## config.mk

```make
export PLATFORM = sky130hd
export DESIGN_NAME = threshold_detector
export DESIGN_NICKNAME = d
export VERILOG_FILES = /design/src/rtl/threshold_detector_pkg.sv /design/src/rtl/popcount_n.sv /design/src/rtl/threshold_detector.sv
export SDC_FILE = /design/constraint.sdc
export NUM_CORES = 1
export LEC_CHECK = 0
export CAP_MARGIN = 20
export CORE_AREA = 2 2 39 41
export CTS_CLUSTER_DIAMETER = 200
export CTS_CLUSTER_SIZE = 25
export DETAILED_ROUTE_END_ITERATION = 10
export DIE_AREA = 0 0 41 43
export PLACE_DENSITY_LB_ADDON = 0.08
export SLEW_MARGIN = 25
export SYNTH_ARGS = -nofsm -noshare
export SYNTH_HDL_FRONTEND = slang
export SYNTH_SLANG_ARGS = --single-unit
```

## constraint.sdc

```tcl
create_clock -name clk -period 1.5 [get_ports clk]
set_clock_uncertainty 0.1 [all_clocks]
set_input_delay 0.3 -clock clk [delete_from_list [all_inputs] [get_ports clk]]
set_output_delay 0.3 -clock clk [all_outputs]
set_load 0.01 [all_outputs]
```

## src/rtl/threshold_detector_pkg.sv

```systemverilog
// rtl/threshold_detector_pkg.sv - shared types and constants for threshold_detector
package threshold_detector_pkg;

   typedef enum logic [1:0] {
      IDLE     = 2'b00,
      ARMING   = 2'b01,
      DETECTED = 2'b10
   } state_t;

   localparam int EVCNT_W = 8;

endpackage

```

## src/rtl/popcount_n.sv

```systemverilog
// rtl/popcount_n.sv - combinational count of asserted bits in an N-bit word
module popcount_n #(
   parameter  int N     = 3,
   localparam int CNT_W = $clog2(N + 1)
) (
   input  logic [N-1:0]     bits,
   output logic [CNT_W-1:0] pc
);

   always_comb begin
      pc = '0;
      for (int i = 0; i < N; i++) begin
         pc = pc + CNT_W'(bits[i]);
      end
   end

endmodule

```

## src/rtl/threshold_detector.sv

```systemverilog
// rtl/threshold_detector.sv - debounced popcount threshold flag with rise pulse
// Optional saturating rise counter on port evcnt when THRESHOLD_DETECTOR_EVCNT_EN is defined.
module threshold_detector
   import threshold_detector_pkg::*;
#(
   parameter  int N     = 3,
   parameter  int HOLD  = 2,
   localparam int CNT_W = $clog2(N + 1)
) (
   input  logic             clk,
   input  logic             reset,
   input  logic             clear,
   input  logic             in_val,
   input  logic [N-1:0]     in,
   input  logic [CNT_W-1:0] thresh,
   output logic             out,
   output logic [CNT_W-1:0] count,
   output logic             rise
`ifdef THRESHOLD_DETECTOR_EVCNT_EN
   ,output logic [EVCNT_W-1:0] evcnt
`endif
);

   localparam int RUN_W = $clog2(HOLD + 1);

   state_t           state, state_nxt;
   logic [RUN_W-1:0] run, run_nxt;
   logic             rise_nxt;
   logic [CNT_W-1:0] pc;
   logic             qual;

   popcount_n #(.N(N)) u_popcount (
      .bits (in),
      .pc   (pc)
   );

   // thresh=0 always passes; thresh>N can never be reached by pc
   assign qual = (pc >= thresh);

   always_comb begin
      state_nxt = state;
      run_nxt   = run;
      rise_nxt  = 1'b0;
      if (in_val) begin
         case (state)
            IDLE: begin
               if (qual) begin
                  if (HOLD == 1) begin
                     state_nxt = DETECTED;
                     rise_nxt  = 1'b1;
                  end else begin
                     state_nxt = ARMING;
                     run_nxt   = RUN_W'(1);
                  end
               end
            end
            ARMING: begin
               if (qual) begin
                  if (int'(run) + 1 == HOLD) begin
                     state_nxt = DETECTED;
                     run_nxt   = '0;
                     rise_nxt  = 1'b1;
                  end else begin
                     run_nxt = run + 1'b1;
                  end
               end else begin
                  state_nxt = IDLE;
                  run_nxt   = '0;
               end
            end
            DETECTED: begin
               if (!qual) begin
                  state_nxt = IDLE;
               end
            end
            default: begin
               state_nxt = IDLE;
               run_nxt   = '0;
            end
         endcase
      end
   end

   always_ff @(posedge clk or negedge reset) begin
      if (!reset) begin
         state <= IDLE;
         run   <= '0;
         out   <= 1'b0;
         count <= '0;
         rise  <= 1'b0;
      end else if (clear) begin
         state <= IDLE;
         run   <= '0;
         out   <= 1'b0;
         count <= '0;
         rise  <= 1'b0;
      end else begin
         state <= state_nxt;
         run   <= run_nxt;
         out   <= (state_nxt == DETECTED);
         rise  <= rise_nxt;
         if (in_val) begin
            count <= pc;
         end
      end
   end

`ifdef THRESHOLD_DETECTOR_EVCNT_EN
   always_ff @(posedge clk or negedge reset) begin
      if (!reset) begin
         evcnt <= '0;
      end else if (clear) begin
         evcnt <= '0;
      end else if (rise && (evcnt != {EVCNT_W{1'b1}})) begin
         evcnt <= evcnt + 1'b1;
      end
   end
`endif

endmodule
```

==> run summary, run 1 <==
core area: 1384 um2
Hold Vio Cnt, Final: 0
hold buffer count at cts: 0
Tmin final: 1.953 ns
Diodes inserted: 0
Nets: 77
CTS buffer count: 3
Top Ports: 13
count of cell types in the netlist: 22
worst-case reg-to-reg path depth: 3
maximum vdd drop: 458.3 uV
Syn-to-layout area delta: 50.27%
relative max-transition margin: 74.22%
unrepaired setup endpoints after global routing: true
Chip Height: 43 um
Initial DRC Count: 4
Die W: 41 um
Synth area leaders: dfrtp_1 (44%), ha_1 (5.5%), inv_1 (4.9%), fa_1 (4.4%), mux2i_1 (4.4%)
Via Count: 392
RR Startpoint: state[1]
first-pass GRT wire length: 1607 um
DR vias/cell: 4.962
drt pass-1 iters: 4
die area: 1763 um2
Cell Area, Synth: 457.9 um2
Bufs on Longest Clock Path: 2
CP Max Fanout: 3
Fillers: 123
clk slew on worst S/H paths: 0.05 ns
R2R Path End: run[1]
initial antenna violation count: 0
share of the synthesized area in the top cell type: 43.72%
total grt overflow: 0
Worst Hold Class: input port to async pin
post-synth top area cell: dfrtp_1
CP arrival: 2.01 ns
R2R setup slack: 0.22 ns
Cells after Synth: 43
Tcrit/Tclk final: 130.2%
Power Density: 804.9 nW/um2
post-synthesis sequential area ratio: 43.72%
total routed wirelength: 1024 um
Port-buffer cells: 12
CP Class: input port to flop
leakage: 0.0003510 uW
CP required: 1.56 ns
Root Buffer Master: clkbuf_4
post-route ant nets: 0
DR WL/cell: 12.96 um
fraction of layout cells with a size suffix above 1: 33.33%
Final GP Congestion: 0.7536
endpoints failing setup: 6
failing checks: negative setup slack
Max Slew Vio Count: 0
max_cap viols: 0
status: finished, violations left
clock sinks: 8
Least-Margin Pin Slew: 0.3855 ns
largest net degree at the start of global routing: 9
average size of a mapped cell: 10.65 um2
# H-tree levels: 1
setup total negative slack: -2.020 ns
Starting Density: 33.09%
Seq cells post-synth: 8
fmax: 511.9 MHz
syn nets: 55
vias in the first global route: 373
power consumption: 553.9 uW
post-detail-place hpwl: 780.2 um
pre-CTS setup slack: -1.136 ns
final worst-path setup slack: -0.4534 ns
critical path startpoint category: input port
Worst setup EP type: flop
total track usage: 13.75%
Row Count: 14
clk_lat worst skew: 0.25 ns
# DRC: 0
CTS tree: built
Yosys warning count: 0
## cells in the mapped netlist
cell / number
a21oi_1: 2
nand3_1: 1
or2b_2: 1
dfrtp_1: 8
mux2i_1: 2
nor4bb_1: 1
a21o_1: 1
or3b_4: 1
nand4b_1: 1
clkbuf_1: 2
nor2_1: 2
nand2b_1: 2
o21ba_2: 1
ha_1: 2
o41ai_1: 2
nand4_1: 2
a311oi_2: 1
inv_1: 6
nand3b_1: 2
o31ai_1: 1
nand2_1: 1
fa_1: 1
## worst max path at each step
stage,endpoint,cells after the start,startpoint,slack [ns]
final,run[1],7,in[0],-0.45
after global routing,run[1],7,in[0],-0.47
after CTS,run[1],7,in[2],-0.47
after detailed placement,run[1],7,in[0],-1.14
after global placement,run[1],7,in[0],-1.09
after floorplan,run[1],6,in[0],-0.61
## cells by family after synthesis
group           after synthesis  synth area share, %
compound gates                8                14.76
buf+inv                       8                6.558
flops                         8                43.72
fa+ha+maj                     3                9.835
mux                           2                4.372
simple gates                 14                20.76
## cells in the final DEF, fill, tap and decap left out, types with 2 or more instances in the layout
cell	count
a21oi_1	2
buf_4	6
buf_6	3
clkbuf_4	3
clkdlybuf4s50_1	5
dfrtp_1	8
dlygate4sd2_1	3
inv_1	5
mux2i_1	2
nand2b_1	2
nand3b_1	2
nand4_1	2
nor2_1	2
o41ai_1	2
## stage by stage
stage / util [%] / hold WS [ns] / instance area [um2] / instances
CTS: 48.10 / 0.2444 / 665.6 / 79
finish: 49.73 / 0.2385 / 688.2 / 79
floorplan: - / -0.09559 / 457.9 / 43
global route: 49.73 / 0.2575 / 688.2 / 79
detailed placement: 45.93 / 0.4171 / 635.6 / 75
global placement: 45.93 / 0.4131 / 635.6 / 75
## final cells by class
| type | instances | area (um2) | share of cell area, % |
|---|---|---|---|
| Clock buffer | 3 | 22.52 | 3.273 |
| Multi-Input combinational cell | 27 | 250.2 | 36.36 |
| Sequential cell | 8 | 200.2 | 29.09 |
| Inverter | 6 | 22.52 | 3.273 |
| Tap cell | 16 | 20.02 | 2.909 |
| Timing Repair Buffer | 19 | 172.7 | 25.09 |
## state kept, by name, indices dropped and copies added, names as in the netlist
name / flops
count: 2
run: 2
rise: 1
out: 1
state: 2
## routing by layer
metal	vias to the layer above	share of wire, %	track usage [%]
met4	0	0	6.000
met1	188	41	16.45
met3	0	7.0	3.665
met2	10	52	21.88
li1	194	-	-
met5	-	0	0
## repair_timing
| item | CTS | global route |
|---|---|---|
| gates resized for setup | 18 | 5 |
| pin swaps | 5 | 9 |
| setup endpoints to repair | 9 | 7 |
| setup buffers | 1 | 0 |
## power breakdown
part	internal, uW	switching, uW
registers	227	12.4
clock network	91.5	71.7
logic	86.3	64.7
total	405	149
## critical path, stage by stage
cell and delay [ns]:
buf_6 0.09, fa_1 0.57, inv_2 0.05, ha_4 0.21
or3b_4 0.39, a21o_1 0.18, a311oi_2 0.22
(Power assumes the default switching activity.)
==> run 2: changes to the inputs <==
CORE_AREA = unset   (was 2 2 39 41)
CORE_UTILIZATION = 35   (was unset)
DIE_AREA = unset   (was 0 0 41 43)
SLEW_MARGIN = 30   (was 25)
==> run 2 against run 1 <==
Against the previous run:
- the flow still finishes with violations (negative setup slack)
- combinational power is 5% higher
- global-route usage is 3.9 points higher
- core utilization is 11 points higher
- cell area is 1.3% higher
- maximum frequency is 2.0% lower
- flip-flop and latch count stayed put
- critical path type unchanged
- largest power group unchanged
==> run summary, run 2 (synthesis results as in run 1) <==
CP Max Fanout: 3 (unchanged)
CP startpoint: in[0]
CTS tree: built
largest net degree at the start of global routing: 9 (unchanged)
Starting Density: 39.61% (+6.5 points)
total track usage: 17.65% (+3.9 points)
met3 wire len: 60 um (-17%)
critical path startpoint category: input port
Worst Hold Class: input port to async pin
DR WL/cell: 13.63 um (+5.2%)
clock sinks: 8 (unchanged)
die area: 1457 um2 (-17%)
DR vias/cell: 5.355 (+7.9%)
maximum vdd drop: 408.3 uV (-11%)
most frequent cells in the layout: dfrtp_1 (8), inv_1 (5), clkdlybuf4s50_1 (5), buf_4 (5)
Power Density: 804.2 nW/um2 (about the same)
CP Class: input port to flop
drt pass-1 iters: 4 (unchanged)
leakage: 0.0003581 uW (+2.0%)
CP arrival: 2.02 ns (about the same)
Finished Layout Cells: 76 (-3.8%)
Chip Height: 38.17 um (-11%)
initial antenna violation count: 0 (unchanged)
Top Layer Used: met3
register area: 200.2 um2 (unchanged)
max_cap viols: 0 (unchanged)
relative max-transition margin: 76.07% (+1.9 points)
# H-tree levels: 1 (unchanged)
total grt overflow: 0 (unchanged)
endpoints failing setup: 6 (unchanged)
commonest non-fill, non-tap cell in the layout: dfrtp_1
failing checks: negative setup slack
CP required: 1.53 ns (-0.03 ns)
footprint of the multi-input gates: 269.0 um2 (+7.5%)
Fillers: 100 (-19%)
final worst-path setup slack: -0.4935 ns (-0.04008 ns)
Diodes inserted: 0 (unchanged)
post-detail-place hpwl: 785.1 um (+0.63%)
vias in the first global route: 429 (+15%)
fmax: 501.6 MHz (-2.0%)
Nets: 76 (-1.3%)
Root Buffer Master: clkbuf_4
Worst setup EP type: flop
Initial DRC Count: 11 (+7)
routed length on met2: 540 um (+0.93%)
unrepaired setup endpoints after global routing: true
RR Startpoint: state[0]
Hold Vio Cnt, Final: 0 (unchanged)
Bufs on Longest Clock Path: 2 (unchanged)
final core occ: 60.28% (+11 points)
status: finished, violations left
Max Slew Vio Count: 0 (unchanged)
# DRC: 0 (unchanged)
CTS buffer count: 3 (unchanged)
Die W: 38.17 um (-6.9%)
met1 wire length: 436 um (+4.8%)
clk_lat worst skew: 0.25 ns (about the same)
Least-Margin Pin Slew: 0.3578 ns (-0.02768 ns)
Final GP Congestion: 0.6890 (-8.6%)
Tmin final: 1.993 ns (+0.04009 ns)
R2R setup slack: 0.22 ns (about the same)
first-pass GRT wire length: 1738 um (+8.2%)
fraction of layout cells with a size suffix above 1: 37.10% (+3.8 points)
clk slew on worst S/H paths: 0.05 ns (about the same)
Tcrit/Tclk final: 132.9% (+2.7 points)
Setup crit end: out
total routed wirelength: 1036 um (+1.2%)
Row Count: 12 (-2)
post-route ant nets: 0 (unchanged)
placed cells: 71 (-5.3%)
Top Ports: 13 (unchanged)
core area: 1156 um2 (-16%)
R2R Path End: out
Syn-to-layout area delta: 52.19%
biggest regs: count (2), run (2), state (2)
Port-buffer cells: 12 (unchanged)
worst-case reg-to-reg path depth: 3 (unchanged)
Via Count: 407 (+3.8%)
==> run 2: repair_timing <==
item	in CTS	in global routing
buffers inserted	2	0
resized for setup	22	4
hold buffers	0	0
hold endpoints to repair	0	0
setup endpoints to repair	9	7
pin swaps	6	3
==> run 2: power breakdown <==
part / switching (uW) / internal (uW)
logic: 69.2 / 88.4
clock network: 70.2 / 91.4
registers: 13.9 / 227
total: 153 / 407
==> run 2: layer usage <==
| metal | GRT usage, % | up-vias |
|---|---|---|
| met1 | 18.89 | 202 |
| met4 | 8.036 | 0 |
| met2 | 32.63 | 12 |
| met3 | 3.488 | 0 |
| li1 | - | 193 |
| met5 | 0 | - |
==> run 2: how the worst min path moves through the flow <==
stage | startpoint | end | slack (ns) | cells past startpoint
after floorplan | reset | count[0] | -0.1 | 0
final | reset | run[0] | 0.23 | 1
after CTS | reset | state[0] | 0.24 | 1
after global routing | reset | rise | 0.25 | 1
after detailed placement | count[0] | count[0] | 0.43 | 2
after global placement | count[1] | count[1] | 0.41 | 2
==> run 2: area by class of cell <==
| cell class | instances | share of cell area (%) |
|---|---|---|
| Multi-Input combinational cell | 27 | 38.60 |
| Sequential cell | 8 | 28.73 |
| Clock buffer | 3 | 3.232 |
| Inverter | 6 | 3.232 |
| Tap cell | 14 | 2.513 |
| Timing Repair Buffer | 18 | 23.70 |
==> run 2: stage by stage <==
stage	hold slack (ns)	power [uW]	TNS [ns]	cell area [um2]	setup slack, ns
after CTS	0.2404	558.1	-2.851	676.9	-0.5218
final	0.2264	560.5	-2.628	696.9	-0.4935
after floorplan	-0.09559	311.7	-2.818	457.9	-0.6114
after detailed placement	0.4252	376.0	-6.623	618.1	-1.179
after global routing	0.2477	594.2	-2.826	696.9	-0.5311
after global placement	0.4059	366.8	-6.144	618.1	-1.098
==> run 2: worst max-delay path: stages <==
cell and delay [ns]:
buf_6 0.09, fa_1 0.58, inv_2 0.06, ha_4 0.21, or3b_4 0.39, buf_6 0.13, nand4_1 0.16, o41ai_2 0.10
==> run 3: changes to the inputs <==
CORE_MARGIN = 1.5   (was unset)
==> run 3 against run 2 <==
Against the previous run:
- the run still ends with negative setup slack left
- die area up 5.3%
- power down 0.33%
- first-iteration DRC count decreased by 64%
- clock-buffer cell count unchanged
- flip-flop and latch count stayed put
- routed wire length fell by 1.2%
- sequential share of layout area is 0.36 points lower
- largest cell class unchanged
==> run summary, run 3 (synthesis results as in run 1) <==
status: finished, violations left
failing checks: negative setup slack
first-pass GRT wire length: 1490 um (-14%)
register area: 200.2 um2 (unchanged)
max_cap viols: 0 (unchanged)
post-detail-place hpwl: 798.6 um (+1.7%)
hold buffer count at cts: 0 (unchanged)
RR Startpoint: state[0]
clk_lat worst skew: 0.25 ns (about the same)
Starting Density: 39.61% (unchanged)
CP startpoint: in[0]
clock sinks: 8 (unchanged)
Tcrit/Tclk final: 130.0% (-2.9 points)
Die W: 39.17 um (+2.6%)
Final GP Congestion: 0.7332 (+6.4%)
fin area: 705.7 um2 (+1.3%)
initial antenna violation count: 0 (unchanged)
post-route ant nets: 0 (unchanged)
total grt overflow: 0 (unchanged)
Chip Height: 39.17 um (+2.6%)
Worst Hold Class: input port to async pin
fraction of layout cells with a size suffix above 1: 35.38% (-1.7 points)
Power Density: 791.6 nW/um2 (-1.6%)
DR vias/cell: 5.127 (-4.3%)
maximum vdd drop: 409.3 uV (+0.23%)
critical path startpoint category: input port
Port-buffer cells: 12 (unchanged)
Initial DRC Count: 4 (-7)
total routed wirelength: 1024 um (-1.2%)
CP Class: input port to flop
leakage: 0.0003682 uW (+2.8%)
Via Count: 405 (-0.49%)
CP arrival: 1.97 ns (-0.05 ns)
footprint of the multi-input gates: 255.2 um2 (-5.1%)
# DRC: 0 (unchanged)
Least-Margin Pin Slew: 0.3594 ns (+0.001533 ns)
Post-Place Cell Area: 640.6 um2 (+3.6%)
total track usage: 15.27% (-2.4 points)
largest net degree at the start of global routing: 9 (unchanged)
Hold Vio Cnt, Final: 0 (unchanged)
CTS buffer count: 3 (unchanged)
relative max-transition margin: 75.97% (-0.10 points)
final core occ: 61.04% (+0.76 points)
vias in the first global route: 413 (-3.7%)
clk slew on worst S/H paths: 0.05 ns (about the same)
final worst-path setup slack: -0.4496 ns (+0.04386 ns)
endpoints failing setup: 6 (unchanged)
Nets: 79 (+3.9%)
DR WL/cell: 12.96 um (-4.9%)
core area: 1156 um2 (unchanged)
CP required: 1.52 ns (about the same)
drt pass-1 iters: 3 (-1)
Diodes inserted: 0 (unchanged)
most frequent cells in the layout: dfrtp_1 (8), buf_4 (8), inv_1 (5), clkdlybuf4s50_1 (5)
die area: 1534 um2 (+5.3%)
fmax: 512.9 MHz (+2.2%)
Fillers: 103 (+3.0%)
Tmin final: 1.950 ns (-0.04386 ns)
# H-tree levels: 1 (unchanged)
Bufs on Longest Clock Path: 2 (unchanged)
Worst setup EP type: flop
Min Hold Slack: 0.2213 ns (-0.005090 ns)
CP Max Fanout: 3 (unchanged)
Max Slew Vio Count: 0 (unchanged)
Root Buffer Master: clkbuf_4
CTS tree: built
Syn-to-layout area delta: 54.10%
unrepaired setup endpoints after global routing: true
Row Count: 12 (unchanged)
pre-CTS setup slack: -1.156 ns (+0.02266 ns)
biggest regs: count (2), run (2), state (2)
Top Ports: 13 (unchanged)
-- run 3: cell types whose count changed in the layout (fill, tap and decap cells not counted), sizes merged --
cell  previous run  this run
buf              9        12
-- run 3: what timing repair did --
| item | 4_1_cts | 5_1_grt |
|---|---|---|
| pin swaps | 6 | 3 |
| endpoints found under the setup margin | 9 | 7 |
| gates cloned | 0 | 0 |
| gates resized for setup | 16 | 7 |
| setup buffers | 1 | 1 |
-- run 3: per-stage QoR --
step	std cells	setup TNS, ns	power [uW]
floorplan	43	-2.818	311.7
global placement	74	-6.626	373.6
detailed placement	74	-6.950	381.0
CTS	78	-3.006	542.4
global route	79	-2.744	590.2
finish	79	-2.490	558.6
-- run 3: final timing paths --
kind                       slack (ns)       end  cells after the start
max in group asynchronous        0.81  count[0]                      1
setup / recovery                -0.45    run[1]                      8
hold / removal                   0.22    run[0]                      1
hold reg to reg                  0.42  count[1]                      2
min in group clk                 0.39  count[1]                      4
setup reg to reg                 0.24  state[1]                      3
-- run 3: metal layers --
metal  vias up  GRT usage, %  part of all wire (%)
met3         2         3.468                   6.0
met2        13         30.83                    54
met5         -             0                     0
met4         0         7.759                   1.9
met1       191         13.41                    39
li1        199             -                     -
-- run 3: worst max-delay path: stages --
cell	delay (ns)
buf_6	0.09
fa_1	0.57
inv_2	0.05
ha_4	0.21
or3b_4	0.40
buf_4	0.15
nand4b_1	0.10
a311oi_2	0.10
-- run 3: power by group --
part	internal [uW]	switching [uW]	total, uW
logic	91.5	65.6	157
registers	228	12.5	240
clock network	91.3	70.1	161
total	410	148	559
-- run 3: cell type report --
type                            instances  share of cell area (%)
Multi-Input combinational cell         27                   36.17
Sequential cell                         8                   28.37
Timing Repair Buffer                   21                   26.60
Clock buffer                            3                   3.191
Inverter                                6                   3.191
Tap cell                               14                   2.482
